<file path="config.mk">
export PLATFORM = sky130hd
export DESIGN_NAME = multicycle_ctrl
export DESIGN_NICKNAME = d
export VERILOG_FILES = /design/src/rtl/ctrl_pkg.sv /design/src/rtl/imm_src_dec.sv /design/src/rtl/multicycle_ctrl.sv
export SDC_FILE = /design/constraint.sdc
export NUM_CORES = 1
export LEC_CHECK = 0
export ABC_AREA = 1
export CORE_UTILIZATION = 40
export CTS_CLUSTER_DIAMETER = 150
export DETAILED_ROUTE_END_ITERATION = 12
export GPL_TIMING_DRIVEN = 1
export HOLD_SLACK_MARGIN = 0.05
export PLACE_DENSITY = 0.84
export SYNTH_ARGS = -nofsm -noshare
export SYNTH_HDL_FRONTEND = slang
export SYNTH_HIERARCHICAL = 1
export SYNTH_SLANG_ARGS = --single-unit
</file>
<file path="constraint.sdc">
create_clock -name clk -period 3.2 [get_ports clk]
set_input_delay 0.32 -clock clk [delete_from_list [all_inputs] [get_ports clk]]
set_output_delay 0.32 -clock clk [all_outputs]
set_load 0.1 [all_outputs]
</file>
<file path="src/rtl/ctrl_pkg.sv">
// Shared definitions for the multicycle controller.
// Holds the FSM state encoding (also visible on state_dbg), the opcode
// constants recognised by the decoder and the 2-bit datapath select encodings.
package ctrl_pkg;

    typedef enum logic [3:0] {
        FETCH    = 4'd0,
        DECODE   = 4'd1,
        MEMADR   = 4'd2,
        MEMREAD  = 4'd3,
        MEMWB    = 4'd4,
        MEMWRITE = 4'd5,
        EXECUTER = 4'd6,
        EXECUTEI = 4'd7,
        ALUWB    = 4'd8,
        BEQ      = 4'd9,
        JAL      = 4'd10
    } state_t;

    // Opcodes
    localparam logic [6:0] OP_LW  = 7'b0000011;
    localparam logic [6:0] OP_SW  = 7'b0100011;
    localparam logic [6:0] OP_R   = 7'b0110011;
    localparam logic [6:0] OP_I   = 7'b0010011;
    localparam logic [6:0] OP_BEQ = 7'b1100011;
    localparam logic [6:0] OP_JAL = 7'b1101111;

    // ResultSrc
    localparam logic [1:0] RES_ALUOUT = 2'b00;
    localparam logic [1:0] RES_DATA   = 2'b01;
    localparam logic [1:0] RES_ALU    = 2'b10;

    // ALUSrcA
    localparam logic [1:0] SRCA_PC    = 2'b00;
    localparam logic [1:0] SRCA_OLDPC = 2'b01;
    localparam logic [1:0] SRCA_REG   = 2'b10;

    // ALUSrcB
    localparam logic [1:0] SRCB_REG   = 2'b00;
    localparam logic [1:0] SRCB_IMM   = 2'b01;
    localparam logic [1:0] SRCB_FOUR  = 2'b10;

    // ALUOp
    localparam logic [1:0] ALUOP_ADD   = 2'b00;
    localparam logic [1:0] ALUOP_SUB   = 2'b01;
    localparam logic [1:0] ALUOP_FUNCT = 2'b10;

    // ImmSrc
    localparam logic [1:0] IMM_I = 2'b00;
    localparam logic [1:0] IMM_S = 2'b01;
    localparam logic [1:0] IMM_B = 2'b10;
    localparam logic [1:0] IMM_J = 2'b11;

endpackage

</file>
<file path="src/rtl/imm_src_dec.sv">
// Immediate-format decoder.
// Ports:
//   op      - instruction opcode
//   imm_src - immediate format select (I/S/B/J), I for anything unrecognised
module imm_src_dec
    import ctrl_pkg::*;
(
    input  logic [6:0] op,
    output logic [1:0] imm_src
);

    always_comb begin
        imm_src = IMM_I;
        unique case (op)
            OP_LW, OP_I: imm_src = IMM_I;
            OP_SW:       imm_src = IMM_S;
            OP_BEQ:      imm_src = IMM_B;
            OP_JAL:      imm_src = IMM_J;
            default:     imm_src = IMM_I;
        endcase
    end

endmodule

</file>
<file path="src/rtl/multicycle_ctrl.sv">
// Multicycle RISC-V style main controller (Moore FSM, two-process).
// Parameters:
//   MEM_WAIT_EN - 1: FETCH/MEMREAD/MEMWRITE wait for mem_ready; 0: never wait
// Ports:
//   clk, reset          - rising-edge clock, asynchronous active-high reset
//   op, zero, mem_ready - opcode, ALU zero flag, memory access done
//   PCWrite, AdrSrc, MemWrite, IRWrite, RegWrite - enables / address select
//   ResultSrc, ALUSrcA, ALUSrcB, ALUOp, ImmSrc   - 2-bit datapath selects
//   illegal_op, retire  - unsupported opcode / instruction-complete pulses
//   state_dbg           - current state encoding
module multicycle_ctrl
    import ctrl_pkg::*;
#(
    parameter bit MEM_WAIT_EN = 1'b1
) (
    input  logic       clk,
    input  logic       reset,
    input  logic [6:0] op,
    input  logic       zero,
    input  logic       mem_ready,
    output logic       PCWrite,
    output logic       AdrSrc,
    output logic       MemWrite,
    output logic       IRWrite,
    output logic       RegWrite,
    output logic [1:0] ResultSrc,
    output logic [1:0] ALUSrcA,
    output logic [1:0] ALUSrcB,
    output logic [1:0] ALUOp,
    output logic [1:0] ImmSrc,
    output logic       illegal_op,
    output logic       retire,
    output logic [3:0] state_dbg
);

    state_t     state_reg;
    state_t     state_next;
    logic       mem_rdy;
    logic       branch;
    logic       pc_update;
    logic       ir_write;
    logic [1:0] imm_src_raw;

    assign mem_rdy = MEM_WAIT_EN ? mem_ready : 1'b1;

    imm_src_dec u_imm_src_dec (
        .op      (op),
        .imm_src (imm_src_raw)
    );

    always_ff @(posedge clk or posedge reset) begin
        if (reset) begin
            state_reg <= FETCH;
        end else begin
            state_reg <= state_next;
        end
    end

    always_comb begin
        state_next = state_reg;
        AdrSrc     = 1'b0;
        MemWrite   = 1'b0;
        ir_write   = 1'b0;
        RegWrite   = 1'b0;
        ResultSrc  = RES_ALUOUT;
        ALUSrcA    = SRCA_PC;
        ALUSrcB    = SRCB_REG;
        ALUOp      = ALUOP_ADD;
        branch     = 1'b0;
        pc_update  = 1'b0;
        illegal_op = 1'b0;
        retire     = 1'b0;

        unique case (state_reg)
            FETCH: begin
                ALUSrcB   = SRCB_FOUR;
                ResultSrc = RES_ALU;
                // IR load and PC+4 commit only in the cycle the fetch completes
                ir_write  = mem_rdy;
                pc_update = mem_rdy;
                if (mem_rdy) state_next = DECODE;
            end
            DECODE: begin
                ALUSrcA = SRCA_OLDPC;
                ALUSrcB = SRCB_IMM;
                unique case (op)
                    OP_LW, OP_SW: state_next = MEMADR;
                    OP_R:         state_next = EXECUTER;
                    OP_I:         state_next = EXECUTEI;
                    OP_BEQ:       state_next = BEQ;
                    OP_JAL:       state_next = JAL;
                    default: begin
                        illegal_op = 1'b1;
                        state_next = FETCH;
                    end
                endcase
            end
            MEMADR: begin
                ALUSrcA    = SRCA_REG;
                ALUSrcB    = SRCB_IMM;
                state_next = (op == OP_LW) ? MEMREAD : MEMWRITE;
            end
            MEMREAD: begin
                AdrSrc = 1'b1;
                if (mem_rdy) state_next = MEMWB;
            end
            MEMWB: begin
                ResultSrc  = RES_DATA;
                RegWrite   = 1'b1;
                retire     = 1'b1;
                state_next = FETCH;
            end
            MEMWRITE: begin
                AdrSrc   = 1'b1;
                MemWrite = 1'b1;
                if (mem_rdy) begin
                    retire     = 1'b1;
                    state_next = FETCH;
                end
            end
            EXECUTER: begin
                ALUSrcA    = SRCA_REG;
                ALUSrcB    = SRCB_REG;
                ALUOp      = ALUOP_FUNCT;
                state_next = ALUWB;
            end
            EXECUTEI: begin
                ALUSrcA    = SRCA_REG;
                ALUSrcB    = SRCB_IMM;
                ALUOp      = ALUOP_FUNCT;
                state_next = ALUWB;
            end
            ALUWB: begin
                RegWrite   = 1'b1;
                retire     = 1'b1;
                state_next = FETCH;
            end
            BEQ: begin
                ALUSrcA    = SRCA_REG;
                ALUSrcB    = SRCB_REG;
                ALUOp      = ALUOP_SUB;
                branch     = 1'b1;
                retire     = 1'b1;
                state_next = FETCH;
            end
            JAL: begin
                ALUSrcA    = SRCA_OLDPC;
                ALUSrcB    = SRCB_FOUR;
                pc_update  = 1'b1;
                state_next = ALUWB;
            end
            default: state_next = FETCH;
        endcase
    end

    // Reset forces FETCH asynchronously, but the FETCH enables must not fire
    // while reset is still held, so they are masked here.
    assign PCWrite   = ~reset & ((branch & zero) | pc_update);
    assign IRWrite   = ~reset & ir_write;
    assign ImmSrc    = reset ? IMM_I : imm_src_raw;
    assign state_dbg = state_reg;

endmodule

</file>
==> out/metrics.csv <==
stage;metric;value;unit
clocking;Root Driver;sky130_fd_sc_hd__clkbuf_4;
yosys;Gate Count Post-Synth;113;
clocking;count of H-tree levels built during CTS;1;
yosys;portion of the post-synthesis area used by sequential elements;17.2;%
worst_setup_path;worst-path fanout max;8;
placement;placed cell count;159;
yosys;synthesized cell area;581;um^2
timing;Post-Route Setup TNS;0;ns
cells_and_area;synthesis-to-layout area growth;59.9;%
worst_setup_path;worst setup slack for register-to-register paths;1.89;ns
cells_and_area;final cell utilization of the core;70.5;%
power_and_ir_drop;net load switching power;0.564;mW
cells_and_area;Design Area, Final;928;um^2
yosys;number of distinct library cells after synthesis;17;
yosys;main area contributors after synthesis;sky130_fd_sc_hd__nand2_1 25%, sky130_fd_sc_hd__dfrtp_1 17%, sky130_fd_sc_hd__inv_1 13%, sky130_fd_sc_hd__nor2_1 9.1%, sky130_fd_sc_hd__nand3_1 7.8%;
timing;Slew HR;34.1;%
clocking;Clock Latency Late Sink;0.23;ns
power_and_ir_drop;VDD IR max;0.454;mV
power_and_ir_drop;Internal Power;0.238;mW
yosys;flip-flop and latch count after synthesis;4;
yosys;Ys Warns;6;
clocking;Post-CTS Setup Repair Bufs;0;
detailed_routing;post-DR vias/cell;4.56;
placement;DPL Wire Length;1330;um
worst_setup_path;Critical Path End Type;primary output;
hold_path;kind of path behind the tightest hold check;input pin to asynchronous set/reset pin;
floorplan;count of standard-cell rows;13;
timing;endpoints failing setup;0;
floorplan;die outline area;1610;um^2
global_routing;grt total ovfl;0;
clocking;CTS sink count;4;
detailed_routing;drt total wl;1520;um
power_and_ir_drop;fraction of power spent switching nets;70.3;%
power_and_ir_drop;proportion of power drawn by flip-flops and latches;9.4;%
timing;Tcrit/Tclk final;67.6;%
yosys;share of flip-flops with an asynchronous set or reset;100;%
clocking;number of buffers created by CTS;3;
power_and_ir_drop;relative contribution of the clock network to total power;8.4;%
power_and_ir_drop;fraction of power consumed by combinational cells;82.2;%
cells_and_area;share of post-route cells with drive strength above 1;29.1;%
floorplan;area of the core;1320;um^2
cells_and_area;Largest register FFs;4;
detailed_routing;DRC;0;
detailed_routing;mean routed wirelength per cell;9.34;um
timing;final-layout worst hold slack;0.442;ns
worst_setup_path;startpoint of the lowest-slack register-to-register path;state_dbg[3];
worst_setup_path;slowest cell delay on critical path;1.15;ns
timing;highest attainable clock frequency;463;MHz
yosys;most frequent cells after synthesis;39 x sky130_fd_sc_hd__nand2_1, 20 x sky130_fd_sc_hd__inv_1, 14 x sky130_fd_sc_hd__nor2_1, 9 x sky130_fd_sc_hd__nand3_1, 7 x sky130_fd_sc_hd__inv_2;
worst_setup_path;Worst Setup Path Type;flip-flop to primary output;
power_and_ir_drop;total power density per cell area;864;nW/um^2
global_routing;pin count of the biggest net entering global routing;9;
yosys;nets in the synthesized netlist;124;
power_and_ir_drop;leakage power total;0.532;nW
worst_setup_path;WP depth;1;
yosys;mean area per synthesized cell;5.14;um^2
timing;Max Transition Viols Final;0;
worst_setup_path;WP data arrival;1.84;ns
worst_setup_path;startpoint type of the worst setup path;flip-flop;
detailed_routing;Initial DRC Count;18;
worst_setup_path;highest-delay cell along the critical path;sky130_fd_sc_hd__clkdlybuf4s50_1;
placement;quantity of I/O buffers inserted on ports;31;
clocking;quantity of hold-fixing buffers added after cts;0;
floorplan;starting density of the core;44.1;%
detailed_routing;Routed Antenna Nets;0;
timing;Least-Margin Pin Slew;0.986;ns
detailed_routing;drt pass-1 iters;4;
timing;clock tree skew after final layout;0.0133;ns
global_routing;wire length of the first global-routing pass;2180;um
run_status;run status;complete, no violations;
global_routing;number of antenna violations at the first check in global routing;0;
cells_and_area;Antenna Diode Count;0;
detailed_routing;vias after detailed routing;744;
yosys;Post-synth EDFFs;0;
floorplan;Chip Height;40.1;um
worst_setup_path;crit path launch;state_dbg[1];
clocking;CTS tree;yes;
cells_and_area;nets@finish;160;
global_routing;number of global-route vias before repair;543;
cells_and_area;Final Instance Count excl. Fillers;163;
placement;weighted congestion at the end of routability-driven global placement;0.846;
clocking;buffers from clock root to sink, at most;2;
worst_setup_path;reg2reg path depth;6;
timing;count of final hold-check violations;0;
yosys;Yosys top cell by area;sky130_fd_sc_hd__nand2_1;
worst_setup_path;end of the worst register-to-register path;state_dbg[0];
floorplan;die width;40.1;um
global_routing;global-route total usage across every layer;19.8;%
yosys;portion of synthesized cell area occupied by the leading cell type;25.2;%
cells_and_area;number of fillers in the final layout;134;
clocking;post-cts repair resize count;0;
worst_setup_path;kind of cell with the highest combined delay on the critical path;buffers and inverters;
timing;RSZ-0062 raised after global routing;no;
yosys;most common cell in the synthesized netlist;sky130_fd_sc_hd__nand2_1;
worst_setup_path;ordered cell list for the critical path;clkdlybuf4s50_1;
worst_setup_path;worst setup path endpoint;state_dbg[1];
placement;Placed Instance Area;902;um^2
floorplan;Ports;32;
yosys;Most used DFF post-synth;sky130_fd_sc_hd__dfrtp_1;
clocking;Clock transition at path regs;0.05;ns
timing;crit path time final;2.16;ns
worst_setup_path;WP buf/inv;1;
worst_setup_path;worst path required time;2.88;ns
job;Max-cap violations;0;
layout make-up:
class                      count  area, um^2  share of cell area [%]
clock buffer                   4        26.3                    2.83
tap                           15        18.8                    2.02
multi-input combinational     82         403                    43.4
inverter                      27         101                    10.9
timing repair buffer          31         268                    28.8
sequential                     4         111                    12.0
worst min path at each step:
stage / startpoint / to / slack [ns]
6_report: reset / state_dbg[2] / 0.44
4_1_cts: reset / state_dbg[2] / 0.44
3_3_place_gp: state_dbg[0] / state_dbg[1] / 0.67
5_1_grt: reset / state_dbg[2] / 0.46
3_5_place_dp: state_dbg[0] / state_dbg[1] / 0.66
2_1_floorplan: reset / state_dbg[0] / 0.09
power by group through the flow:
stage / Sequential (mW) / Combinational [mW] / Clock (mW)
3_3_place_gp: 0.0756 / 0.657 / 0
3_5_place_dp: 0.0759 / 0.661 / 0
4_1_cts: 0.0749 / 0.662 / 0.0694
2_1_floorplan: 0.136 / 0.471 / 0
6_report: 0.0757 / 0.659 / 0.0674
5_1_grt: 0.0767 / 0.686 / 0.0735
through the flow:
step | setup slack [ns] | power, mW
2_1_floorplan | -0.117 | 0.607
3_3_place_gp | 1.23 | 0.733
3_5_place_dp | 1.17 | 0.737
4_1_cts | 1.03 | 0.806
5_1_grt | 0.999 | 0.836
6_report | 1.04 | 0.802
worst reg2reg max path, delay by kind of cell (launching register included):
family,cells,cell delay (ns)
simple gates,5,0.60
flops,1,0.51
compound gates,1,0.06
layout by cell type (no fill, tap or decap), types with 2 or more instances in the layout:
| cell | netlist | layout |
|---|---|---|
| sky130_fd_sc_hd__nand2_1 | 39 | 39 |
| sky130_fd_sc_hd__inv_1 | 20 | 20 |
| sky130_fd_sc_hd__buf_4 | 0 | 17 |
| sky130_fd_sc_hd__clkdlybuf4s50_1 | 0 | 14 |
| sky130_fd_sc_hd__nor2_1 | 14 | 13 |
| sky130_fd_sc_hd__nand3_1 | 9 | 9 |
| sky130_fd_sc_hd__inv_2 | 7 | 7 |
| sky130_fd_sc_hd__nor2_4 | 2 | 4 |
| sky130_fd_sc_hd__nor2_2 | 5 | 4 |
| sky130_fd_sc_hd__clkbuf_4 | 0 | 3 |
| sky130_fd_sc_hd__dfrtp_4 | 0 | 3 |
| sky130_fd_sc_hd__o21ai_0 | 3 | 2 |
| sky130_fd_sc_hd__nand2_2 | 2 | 2 |
| sky130_fd_sc_hd__o21ai_1 | 1 | 2 |
cells by family after synthesis:
kind of cell / synth area share [%]
buf+inv: 17.5
flops: 17.2
simple gates: 58.2
compound gates: 7.11
routing by layer:
| layer | track usage [%] | up-vias | routed length [um] |
|---|---|---|---|
| met1 | 25.3 | 316 | 666 |
| met3 | 2.22 | 0 | 79 |
| met4 | 4.31 | 0 | 0 |
| met5 | 0 | - | 0 |
| met2 | 35.1 | 19 | 777 |
| li1 | - | 409 | - |
Note: power is estimated with default switching activity, not from simulation.
